<file path="config.mk">
export PLATFORM = sky130hd
export DESIGN_NAME = hier_chain_rx
export DESIGN_NICKNAME = d
export VERILOG_FILES = /design/src/rtl/hier_rx_pkg.sv /design/src/rtl/hier_rx_obuf.sv /design/src/rtl/hier_chain_rx.sv
export SDC_FILE = /design/constraint.sdc
export NUM_CORES = 1
export LEC_CHECK = 0
export CAP_MARGIN = 20
export CORE_MARGIN = 8
export CORE_UTILIZATION = 55
export DETAILED_ROUTE_END_ITERATION = 7
export PLACE_DENSITY = 0.88
export SLEW_MARGIN = 10
export SYNTH_ARGS = -nofsm -noshare
export SYNTH_HDL_FRONTEND = slang
export SYNTH_HIERARCHICAL = 1
export SYNTH_SLANG_ARGS = --single-unit
</file>
<file path="constraint.sdc">
create_clock -name clk -period 3.7 [get_ports clk]
set_clock_uncertainty 0.15 [all_clocks]
set_input_delay 0.555 -clock clk [delete_from_list [all_inputs] [get_ports clk]]
set_output_delay 0.555 -clock clk [all_outputs]
set_load 0.01 [all_outputs]
</file>
<file path="src/rtl/hier_rx_pkg.sv">
// Shared types and helpers for the hierarchical inverter-chain frame receiver.
package hier_rx_pkg;

    typedef enum logic [2:0] {
        IDLE,
        DATA,
        PARITY,
        STOP,
        BREAK
    } rx_state_t;

    localparam logic IDLE_LVL = 1'b1;

    // Parity bit that makes the total count of ones (word + bit) even.
    function automatic logic even_par(input logic [31:0] word);
        return ^word;
    endfunction

endpackage

</file>
<file path="src/rtl/hier_rx_obuf.sv">
// One-entry valid/ready output buffer: a commit into a full, unaccepted entry
// is dropped and flagged with a one-cycle overrun pulse.
module hier_rx_obuf #(
    parameter int DATA_W = 8
) (
    input  logic              clk,
    input  logic              rst,
    input  logic              commit_i,
    input  logic [DATA_W-1:0] wdata_i,
    input  logic              ready_i,
    output logic [DATA_W-1:0] data_o,
    output logic              valid_o,
    output logic              overrun_o
);

    logic [DATA_W-1:0] data_q, data_d;
    logic              valid_q, valid_d;
    logic              ovr_q, ovr_d;

    always_comb begin
        data_d  = data_q;
        valid_d = valid_q;
        ovr_d   = 1'b0;
        if (commit_i) begin
            // An accept in the same cycle frees the slot for the new word.
            if (!valid_q || ready_i) begin
                data_d  = wdata_i;
                valid_d = 1'b1;
            end else begin
                ovr_d = 1'b1;
            end
        end else if (valid_q && ready_i) begin
            valid_d = 1'b0;
        end
    end

    always_ff @(posedge clk) begin
        if (rst) begin
            data_q  <= '0;
            valid_q <= 1'b0;
            ovr_q   <= 1'b0;
        end else begin
            data_q  <= data_d;
            valid_q <= valid_d;
            ovr_q   <= ovr_d;
        end
    end

    assign data_o    = data_q;
    assign valid_o   = valid_q;
    assign overrun_o = ovr_q;

endmodule

</file>
<file path="src/rtl/hier_chain_rx.sv">
// Serial frame receiver at the end of the inverter chain: start, DATA_W bits
// LSB first, optional even parity (HIER_RX_PARITY_EN), stop; one bit per clock.
module hier_chain_rx
    import hier_rx_pkg::*;
#(
    parameter int DATA_W = 8,
    parameter bit INVERT = 1'b1
) (
    input  logic              clk,
    input  logic              rst,
    input  logic              in,
    output logic [DATA_W-1:0] data,
    output logic              valid,
    input  logic              ready,
    output logic              overrun,
    output logic              frm_err
`ifdef HIER_RX_PARITY_EN
    ,
    output logic              par_err
`endif
);

    localparam int CW = (DATA_W > 1) ? $clog2(DATA_W) : 1;

    rx_state_t         state_q, state_d;
    logic [CW-1:0]     cnt_q, cnt_d;
    logic [DATA_W-1:0] shreg_q, shreg_d;
    logic              lb_q;
    logic              frm_err_q, frm_err_d;
    logic              commit;
`ifdef HIER_RX_PARITY_EN
    logic              par_q, par_d;
    logic              par_err_q, par_err_d;
    logic              par_bad;

    assign par_bad = (even_par(32'(shreg_q)) != par_q);
`endif

    always_comb begin
        state_d   = state_q;
        cnt_d     = cnt_q;
        shreg_d   = shreg_q;
        frm_err_d = 1'b0;
        commit    = 1'b0;
`ifdef HIER_RX_PARITY_EN
        par_d     = par_q;
        par_err_d = 1'b0;
`endif
        case (state_q)
            IDLE: begin
                if (lb_q == 1'b0) begin
                    state_d = DATA;
                    cnt_d   = '0;
                end
            end
            DATA: begin
                shreg_d[cnt_q] = lb_q;
                if (cnt_q == CW'(DATA_W - 1)) begin
`ifdef HIER_RX_PARITY_EN
                    state_d = PARITY;
`else
                    state_d = STOP;
`endif
                end else begin
                    cnt_d = cnt_q + CW'(1);
                end
            end
`ifdef HIER_RX_PARITY_EN
            PARITY: begin
                par_d   = lb_q;
                state_d = STOP;
            end
`endif
            STOP: begin
                // A bad stop bit masks any parity error on the same frame.
                if (lb_q == IDLE_LVL) begin
                    state_d = IDLE;
`ifdef HIER_RX_PARITY_EN
                    if (par_bad) par_err_d = 1'b1;
                    else         commit    = 1'b1;
`else
                    commit  = 1'b1;
`endif
                end else begin
                    frm_err_d = 1'b1;
                    state_d   = BREAK;
                end
            end
            BREAK: begin
                if (lb_q == IDLE_LVL) state_d = IDLE;
            end
            default: state_d = IDLE;
        endcase
    end

    always_ff @(posedge clk) begin
        if (rst) begin
            lb_q      <= IDLE_LVL;
            state_q   <= IDLE;
            cnt_q     <= '0;
            shreg_q   <= '0;
            frm_err_q <= 1'b0;
`ifdef HIER_RX_PARITY_EN
            par_q     <= 1'b0;
            par_err_q <= 1'b0;
`endif
        end else begin
            lb_q      <= in ^ INVERT;
            state_q   <= state_d;
            cnt_q     <= cnt_d;
            shreg_q   <= shreg_d;
            frm_err_q <= frm_err_d;
`ifdef HIER_RX_PARITY_EN
            par_q     <= par_d;
            par_err_q <= par_err_d;
`endif
        end
    end

    hier_rx_obuf #(.DATA_W(DATA_W)) u_obuf (
        .clk       (clk),
        .rst       (rst),
        .commit_i  (commit),
        .wdata_i   (shreg_q),
        .ready_i   (ready),
        .data_o    (data),
        .valid_o   (valid),
        .overrun_o (overrun)
    );

    assign frm_err = frm_err_q;
`ifdef HIER_RX_PARITY_EN
    assign par_err = par_err_q;
`endif

endmodule

</file>
## After elaboration in Yosys (flattened, before gate mapping)

Cells that the tools add are included.

- Output and inout port bits: 11
- Bits in registers: 26
- Input port bits: 4

- Equality and inequality tests: 9
- Bitwise operators: 3
- Reductions and logical operators: 13
- Multiplexer cells: 18
- Magnitude comparators: 2
- Add/subtract/negate cells: 1

Operators with widths:

| cell | count |
|---|---|
| two-way mux 3 bit | 6 |
| case mux 3 bit (4 select lines) | 1 |
| bitwise mux 8 bit | 1 |
| two-way mux 1 bit | 8 |
| != test 2 bit (second input constant) | 4 |
| equality test 3 bit (second input constant) | 2 |
| case mux 3 bit (2 select lines) | 1 |
| AND reduction 3 bit | 2 |
| < comparator 3 x 4 -> 1 bit (second input constant) | 1 |
| AND reduction 2 bit | 2 |
| nonzero test 2 bit | 2 |
| OR reduction 2 bit | 2 |
| adder 3 x 1 -> 3 bit (second input constant) | 1 |
| demux 1 bit (select 3 bit) | 1 |
| equality test 3 x 1 -> 1 bit (second input constant) | 1 |
| equality test 3 x 2 -> 1 bit (second input constant) | 1 |
| greater-or-equal comparator 3 x 1 -> 1 bit (second input constant) | 1 |
| zero test 3 bit | 1 |
| NOT 1 bit | 3 |
| logical AND 1 bit | 2 |
| != test 2 x 1 -> 1 bit (second input constant) | 1 |
| zero test 1 bit | 1 |
| logical OR 1 bit | 1 |

## Longest topological paths before layout

Gate-level depths: netlist (run 1).

- Word-level depth: 5
- Gate-level depth with buffers: 6
- Mapped depth without buffers: 5

## Modules after synthesis

Netlist (run 1), hierarchy kept.

Modules (own cells, without submodules):

| module | sequential area each (sq um) | area each (sq um) | cells an instance | instances |
|---|---|---|---|---|
| hier_chain_rx | 320.3 | 748.2 | 76 | 1 |
| hier_rx_obuf | 200.2 | 436.7 | 41 | 1 |

## Worst setup path after synthesis (run 1)

No wires, ideal clock.

- Path kind: register to register
- Start: register cnt_q[0]
- End: register cnt_q[1]
- Clock period less this slack: 1.470 ns
- Data arrival time: 1.262 ns
- Slack: 2.230 ns
- Cell stages (with the launch flop): 5
- Path through: dfxtp_1 -> ha_1 -> ha_1 -> nor4_1 -> a22o_1

- Cells in the longest elaborated chain, start to end: 3

RTL lines:

| what | line | RTL |
|---|---|---|
| start, declared | hier_chain_rx.sv:26 | `logic [CW-1:0] cnt_q, cnt_d;` |
| start signal, assigned | hier_chain_rx.sv:110 | `cnt_q <= cnt_d;` |
| adder 3 x 1 -> 3 bit / equality test 3 bit (equally long branches) | hier_chain_rx.sv:65, hier_chain_rx.sv:58 |  |
| two-way mux 3 bit / != test 2 bit (equally long branches) | -- |  |
| case mux 3 bit (2 select lines) / AND reduction 3 bit (equally long branches) | -- |  |

Parallel ways exist; a longest one is shown, timed or not. The select of a mux whose other input is x is not followed.
A chain may end at the register's enable or synchronous reset.

==> qor.csv, run 1 <==
metric,value,unit
die_area,3900,sq um
drc,0,
critical_path_class,input pin to flop,
pwr-share-clk,30.9,%
setup_tns,0,ns
cp_num_buf_inv,1,
max_freq,0.478,GHz
io_buffers,14,
timing.critical_path.fanout_max,35,
die_y,62.4,um
clk_pin_slew,0.14,ns
drt_iter0_markers,21,
outcome,completed,
ir_worst_vdd,0.197,mV
hpwlAfterDp,1.35,mm
clockBufferDepth,2,
internal_power,0.357,mW
die_w,62.4,um
cts_buffers,3,
critPathRequiredTime,3.80,ns
rsz0062_at_grt,false,
syn_avg_cell_area,10.1,sq um
power.density,338,nW/um^2
grt_overflow,0,
area_delta_synth_final,13.8,%
cpMaxStageDelayCell,clkdlybuf4s50_1,
vias_per_cell,5.04,
ant_nets,0,
finalHoldViolCount,0,
switching_share,21.6,%
final.min_clock_period,2.09,ns
path_delay_family,buffers and inverters,
post_cts_buffers,0,
maxSlewHeadroom,38.9,%
wl_met2,935,um
htreeDepth,1,
hold_buffers,0,
grt_usage,9.79,%
crit_path_end_kind,flop,
cts.sinks,26,
grt_pass1_wl,3.31,mm
grt_pass1_vias,771,
ctsResizeCount,0,
antenna_found_initial,0,
comb_power_share,5.8,%
grt_max_degree,36,
syn_area,1180,sq um
crit_path_cell_trace,clkdlybuf4s50_1 > or2b_2 > mux2i_1,
seq_power_share,63.2,%
cts-root-buf,clkbuf_4,
synthArstFlopShare,0,%
arrival,2.19,ns
finalWeightedCongestion,0.765,
initial_utilization,55.7,%
synth_edf_count,0,
cellLeakagePower,0.509,nW
switchingPower,0.0985,mW
nNetsFinal,136,
worst_pin_slew,0.914,ns
core_area,2130,sq um
final_max_slew_viol_count,0,
cts_tree,done,
layout_worst_path_cycle_share,56.6,%
drive_above_1_share,9.30,%
wl_per_cell,12.0,um
wl_met3,66,um
diodes,0,
final_core_util,63.4,%
dr.pass1.iters,3,
synth_cell_types,30,
ys.flop_type,dfxtp_1,
io_pins,15,
syn_inst,117,
wirelength,1.88,mm
drv_cap,0,
via_count,792,
setup_viol,0,
cp-start-kind,input pin,
top_layer,met4,
syn_nets,123,
fp-row-count,17,
cpPeakStageDelay,0.88,ns
synth-seq-area-share,43.9,%
synth-seq-cells,26,
final_cell_mix,"26 x nand2b_1, 26 x dfxtp_1, 16 x mux2i_1",
m1WireLength,864,um
hold_path.class,flop to flop,
synth_warnings,6,
clock_latency,0.31,ns
## worst register-to-register path: stages (launching register included)
cell and delay, ns:
dfxtp_1 0.55, nand3b_1 0.17, nor2_1 0.18, a21boi_2 0.55, mux2i_1 0.26
## cell usage after synthesis, types with 2 or more instances
cell / instances / share of area [%]
dfxtp_1: 26 / 44
nand2b_1: 26 / 14
mux2i_1: 16 / 14
nand2_1: 8 / 2.5
nor2_1: 5 / 1.6
nor4_1: 4 / 2.1
buf_6: 3 / 2.9
nor2b_1: 3 / 1.6
a21oi_1: 2 / 0.84
a22o_1: 2 / 1.5
ha_1: 2 / 2.1
or2b_2: 2 / 1.5
## logic make-up after synthesis
logic type / count (synthesis) / share of synthesized area, %
AND/OR/NAND/NOR: 56 / 30.3
flip-flops: 26 / 43.9
multiplexers: 16 / 13.5
AO/OA/AOI/OAI: 9 / 5.49
buffers and inverters: 8 / 4.64
adder cells (fa/ha/maj): 2 / 2.11
## metrics by stage
stage                     hold WS [ns]  power [mW]  std cells  area (sq um)  setup WS (ns)
after detailed placement         0.314       0.321        153          1310           1.26
after CTS                        0.333       0.461        157          1350           1.62
after floorplan                  0.296       0.313        117          1180           2.23
after global routing             0.353       0.472        157          1350           1.44
final                            0.328       0.456        157          1350           1.61
after global placement           0.306       0.320        153          1310           1.34
## final timing paths
path / from / end / slack, ns / depth (start not counted)
max: rst / shreg_q[6]$_SDFFE_PP0P_ / 1.61 / 3
min: u_obuf/data_o[4]$_SDFFE_PP0P_ / u_obuf/data_o[4]$_SDFFE_PP0P_ / 0.33 / 2
max reg2reg: state_q[1]$_SDFFE_PP0P_ / u_obuf/data_o[1]$_SDFFE_PP0P_ / 1.78 / 4
min reg2reg: u_obuf/data_o[4]$_SDFFE_PP0P_ / u_obuf/data_o[4]$_SDFFE_PP0P_ / 0.33 / 2
## flip-flops by register name, indices dropped and copies added (netlist names)
| name | cells |
|---|---|
| state_q | 3 |
| cnt_q | 3 |
| lb_q | 1 |
| shreg_q | 8 |
| u_obuf/valid_o | 1 |
| u_obuf/overrun_o | 1 |
| frm_err | 1 |
| u_obuf/data_o | 8 |
## cell type report
type                            instances  area, sq um
Fill cell                             187          778
Sequential cell                        26          520
Clock buffer                            4         36.3
Multi-Input combinational cell         83          609
Timing Repair Buffer                   14          140
Tap cell                               28         35.0
Inverter                                2         7.51
## power groups by stage
stage	combinational (mW)	clock, mW	sequential (mW)
global placement	0.0258	0	0.294
global route	0.0296	0.153	0.290
detailed placement	0.0267	0	0.295
finish	0.0265	0.141	0.288
CTS	0.0267	0.146	0.288
floorplan	0.0196	0	0.293
## routing by layer
metal | track usage, % | up-vias
met5 | 0 | -
met3 | 2.87 | 2
met4 | 3.42 | 0
met2 | 17.5 | 11
li1 | - | 420
met1 | 10.7 | 359
(Power assumes the default switching activity.)
==> run 2: changes to the inputs <==
Settings changed: CORE_UTILIZATION 55 to 48, PLACE_DENSITY 0.88 to 0.82.
Clock period 3.7 ns to 1.8 ns, I/O delays scaled along.
==> qor.csv, run 2 (same netlist as run 1, synthesis figures left out) <==
metric,value,unit,change
max_freq,0.583,GHz,
diodes,0,,unchanged
hold_path.class,input pin to flop,,was flop to flop
crit_start,u_obuf/valid_o$_SDFFE_PP0P_,,was rst
r2r-end,u_obuf/data_o[7]$_SDFFE_PP0P_,,was u_obuf/data_o[1]$_SDFFE_PP0P_
r2r_setup_slack,0.19,ns,was 1.78 ns
hpwlAfterDp,1.56,mm,was 1.35 mm
clk_pin_slew,0.14,ns,about the same
setup_viol,0,,unchanged
cpPeakStageDelay,0.56,ns,was 0.88 ns
rsz0062_at_grt,false,,unchanged
initial_utilization,49.2,%,was 55.7%
cts_buffers,3,,unchanged
cp_num_buf_inv,1,,unchanged
via_count,848,,was 792
nNetsFinal,144,,was 136
ir_worst_vdd,0.681,mV,was 0.197 mV
io_buffers,14,,unchanged
antenna_found_initial,0,,unchanged
arrival,1.29,ns,was 2.19 ns
finalHoldViolCount,0,,unchanged
reg2reg_depth,5,,was 4
cp-start-kind,flop,,was input pin
grt_max_degree,19,,was 36
met2_usage,18.3,%,was 17.5%
cp.depth,1,,was 3
io_pins,15,,unchanged
wirelength,2.11,mm,was 1.88 mm
worst_pin_slew,0.334,ns,was 0.914 ns
final_core_util,59.8,%,was 63.4%
fp-row-count,18,,was 17
critical_path_class,flop to output pin,,was input pin to flop
drv_cap,0,,unchanged
final_max_slew_viol_count,0,,unchanged
grt_pass1_vias,850,,was 771
core_area,2410,sq um,was 2130 sq um
drive_above_1_share,14.6,%,was 9.30%
die_y,65.7,um,was 62.4 um
grt_usage,11.2,%,was 9.79%
die_w,65.7,um,was 62.4 um
critPathRequiredTime,1.38,ns,was 3.80 ns
hp-start,in,,was u_obuf/data_o[4]$_SDFFE_PP0P_
cpMaxStageDelayCell,clkdlybuf4s50_1,,unchanged
r2r-start,state_q[0]$_SDFFE_PP0P_,,was state_q[1]$_SDFFE_PP0P_
cts-root-buf,clkbuf_4,,unchanged
dr.pass1.iters,4,,was 3
crit_path_end_kind,output pin,,was flop
grt_overflow,0,,unchanged
setup_tns,0,ns,unchanged
hold_buffers,0,,unchanged
die_area,4310,sq um,was 3900 sq um
path_delay_family,buffers and inverters,,unchanged
worstSetupEndpoint,valid,,was shreg_q[6]$_SDFFE_PP0P_
ant_nets,0,,unchanged
grt_pass1_wl,3.82,mm,was 3.31 mm
clockBufferDepth,2,,unchanged
area_delta_synth_final,21.5,%,was 13.8%
ctsResizeCount,0,,unchanged
cts.sinks,26,,unchanged
final.min_clock_period,1.71,ns,
drc,0,,unchanged
cts_tree,done,,unchanged
timing.critical_path.fanout_max,4,,was 35
finalWeightedCongestion,0.714,,was 0.765
htreeDepth,1,,unchanged
power.density,734,nW/um^2,was 338 nW/um^2
crit_path_cell_trace,clkdlybuf4s50_1,,was clkdlybuf4s50_1 > or2b_2 > mux2i_1
layout_worst_path_cycle_share,95.3,%,
drt_iter0_markers,20,,was 21
final_cell_mix,"26 x nand2b_1, 26 x dfxtp_1, 16 x mux2i_1",,unchanged
use_met1,12.4,%,was 10.7%
post_cts_buffers,0,,unchanged
outcome,completed,,unchanged
grt.busiest_layer,met2,,unchanged
cellLeakagePower,0.560,nW,was 0.509 nW
maxSlewHeadroom,77.6,%,was 38.9%
use_met3,4.25,%,was 2.87%
vias_per_cell,5.08,,was 5.04
clock_latency,0.32,ns,was 0.31 ns
wl_per_cell,12.6,um,was 12.0 um
[run 2: changes by cell type in the layout (fill, tap and decap cells not counted), sizes merged]
cell,previous run,this run
buf,0,8
bufinv,0,1
clkbuf,4,3
[run 2: cell type report]
| class | instances | area (sq um) |
|---|---|---|
| Timing Repair Buffer | 22 | 213 |
| Multi-Input combinational cell | 83 | 609 |
| Inverter | 2 | 7.51 |
| Fill cell | 186 | 970 |
| Tap cell | 30 | 37.5 |
| Clock inverter | 1 | 30.0 |
| Clock buffer | 3 | 22.5 |
| Sequential cell | 26 | 520 |
[run 2: per-layer routing]
layer	routed length (um)	part of all wire, %	vias up
li1	-	-	434
met5	0	0	-
met2	1080	51	12
met1	911	43	398
met4	23	1.1	0
met3	95	4.5	4
[run 2: stage by stage]
| step | instance area (sq um) | instances | hold WS, ns | power, mW | setup WS, ns |
|---|---|---|---|---|---|
| final | 1440 | 167 | 0.274 | 1.06 | 0.0851 |
| after CTS | 1440 | 167 | 0.261 | 1.07 | 0.0586 |
| after global placement | 1390 | 163 | 0.306 | 0.666 | 0.208 |
| after detailed placement | 1390 | 163 | 0.316 | 0.669 | 0.170 |
| after global routing | 1440 | 167 | 0.257 | 1.10 | 0.0192 |
| after floorplan | 1180 | 117 | 0.190 | 0.643 | 0.330 |
[run 2: power breakdown]
part	leakage [nW]	switching, mW	internal [mW]	total, mW
clock	0.0279	0.175	0.225	0.400
combinational	0.322	0.0322	0.0349	0.0671
sequential	0.210	0.00715	0.583	0.590
total	0.560	0.214	0.843	1.06
[run 2: worst min path at each step]
| stage | end | slack [ns] | cells past startpoint |
|---|---|---|---|
| floorplan | u_obuf/overrun_o$_SDFF_PP0_ | 0.19 | 1 |
| global placement | u_obuf/data_o[6]$_SDFFE_PP0P_ | 0.31 | 2 |
| detailed placement | shreg_q[6]$_SDFFE_PP0P_ | 0.32 | 2 |
| CTS | lb_q$_SDFF_PP1_ | 0.26 | 2 |
| global route | lb_q$_SDFF_PP1_ | 0.26 | 2 |
| finish | lb_q$_SDFF_PP1_ | 0.27 | 2 |
==> variant (flow settings as in run 2) <==
The output `frm_err` loses its register stage (`frm_err_q` becomes a continuous assignment).
--- a/src/rtl/hier_chain_rx.sv
+++ b/src/rtl/hier_chain_rx.sv
@@ -99,7 +99,6 @@
             state_q   <= IDLE;
             cnt_q     <= '0;
             shreg_q   <= '0;
-            frm_err_q <= 1'b0;
 `ifdef HIER_RX_PARITY_EN
             par_q     <= 1'b0;
             par_err_q <= 1'b0;
@@ -109,13 +108,14 @@
             state_q   <= state_d;
             cnt_q     <= cnt_d;
             shreg_q   <= shreg_d;
-            frm_err_q <= frm_err_d;
 `ifdef HIER_RX_PARITY_EN
             par_q     <= par_d;
             par_err_q <= par_err_d;
 `endif
         end
     end
+
+    assign frm_err_q = frm_err_d;
 
     hier_rx_obuf #(.DATA_W(DATA_W)) u_obuf (
         .clk       (clk),
Formal check against the unedited RTL: no difference found for any inputs over 10 cycles, from zero or initial values and one cycle with rst high; that may be too few to reach the edited logic, so the function may still have changed.
==> variant against run 2 <==
Total power shrank 18%. Routed wire length is 5.6% lower. First-iteration DRC count up 5.0%. Design area down 3.5%. Synthesized area fell by 2.0%. Sequential cell count decreased by 1. Worst setup slack better by 0.043 ns. Critical path type unchanged. Largest cell class unchanged.
==> variant: results (changes against run 2) <==
Power Sequential: 0.000566 W (-4.1%)
Synth cell count leaders: nand2b_1 (27), dfxtp_1 (25), mux2i_1 (16)
DP Worst Slack: 0.2112 ns (+0.04165 ns)
Signal buf overhead: 15.21% (+0.44 points)
Net Switching: 0.0001922 W (-10%)
Synth warn: 6 (unchanged)
Met2 Usage GRT: 17.84% (-0.44 points)
# resized after CTS: 1 (+1)
Clock network area share: 1.980% (-1.7 points)
Number of global-route vias before repair: 828 (-2.6%)
Sequential share of the synthesized area: 43.10% (-0.82 points)
HPWL Detailed: 1534 µm (-1.7%)
GRT Total Usage: 10.15% (-1.0 points)
Cell Area, Placed: 1364 µm² (-1.7%)
Initial antenna violation count: 0 (unchanged)
P_leak: 0.5465 nW (-2.4%)
M1 WL: 916 µm (+0.55%)
Outcome: completed
VDD IR max: 0.4210 mV (-38%)
Met3 routed WL: 78 µm (-18%)
Max-Slew Margin vs Limit: 74.07% (-3.6 points)
Area of the multi-input gates: 605.6 µm² (-0.62%)
Pwr/cell area: 627.1 nW/µm² (-15%)
Critical Path AT: 1.25 ns (-0.04 ns)
Final nets: 143 (-0.69%)
P_clk: 0.000237 W (-41%)
DRT iter0 DRCs: 21 (+5.0%)
Number of sequential cells: 25 (-3.8%)
Largest net degree at the start of global routing: 18 (-1)
DR vias: 818 (-3.5%)
Cell variety after synth: 29 (-3.3%)
Metal2 WL: 978 µm (-9.5%)
Layout cells sized above 1: 13.97% (-0.63 points)
Filler Cells Inserted: 220 (+18%)
Global-route wire length before repair: 3532 µm (-7.6%)
Seq. cell area: 500.5 µm² (-3.8%)
Met3 Use GR: 2.211% (-2.0 points)
Syn Nets: 122 (-0.81%)
Largest cells by area after synthesis: dfxtp_1 (43%), nand2b_1 (15%), mux2i_1 (14%), buf_6 (2.9%), nand2_1 (2.6%)
variant: cell count changes after synthesis, sizes merged:
cell / change
nand2b: +1
dfxtp: -1
nor2: +1
or2b: -1
nor3: -1
variant: kinds of logic after synthesis:
family / after synthesis / synth area share (%)
AOI/OAI and AO/OA: 9 / 5.604
adders and majority gates: 2 / 2.155
buffers and inverters: 8 / 4.739
DFF: 25 / 43.10
muxes: 16 / 13.79
and+or+nand+nor: 56 / 30.60
variant: per-stage QoR:
step / cells / total power [W]
6_report: 166 / 0.0008717
5_1_grt: 166 / 0.0009160
4_1_cts: 166 / 0.0008874
3_5_place_dp: 162 / 0.0006472
3_3_place_gp: 162 / 0.0006446
2_1_floorplan: 116 / 0.0006208
variant: worst paths after layout:
kind              slack, ns  cells past startpoint        startpoint          endpoint
setup / recovery       0.13                      1    u_obuf/valid_o             valid
hold / removal         0.30                      2                in              lb_q
setup reg to reg       0.18                      4          cnt_q[1]          cnt_q[1]
hold reg to reg        0.33                      2  u_obuf/data_o[5]  u_obuf/data_o[5]
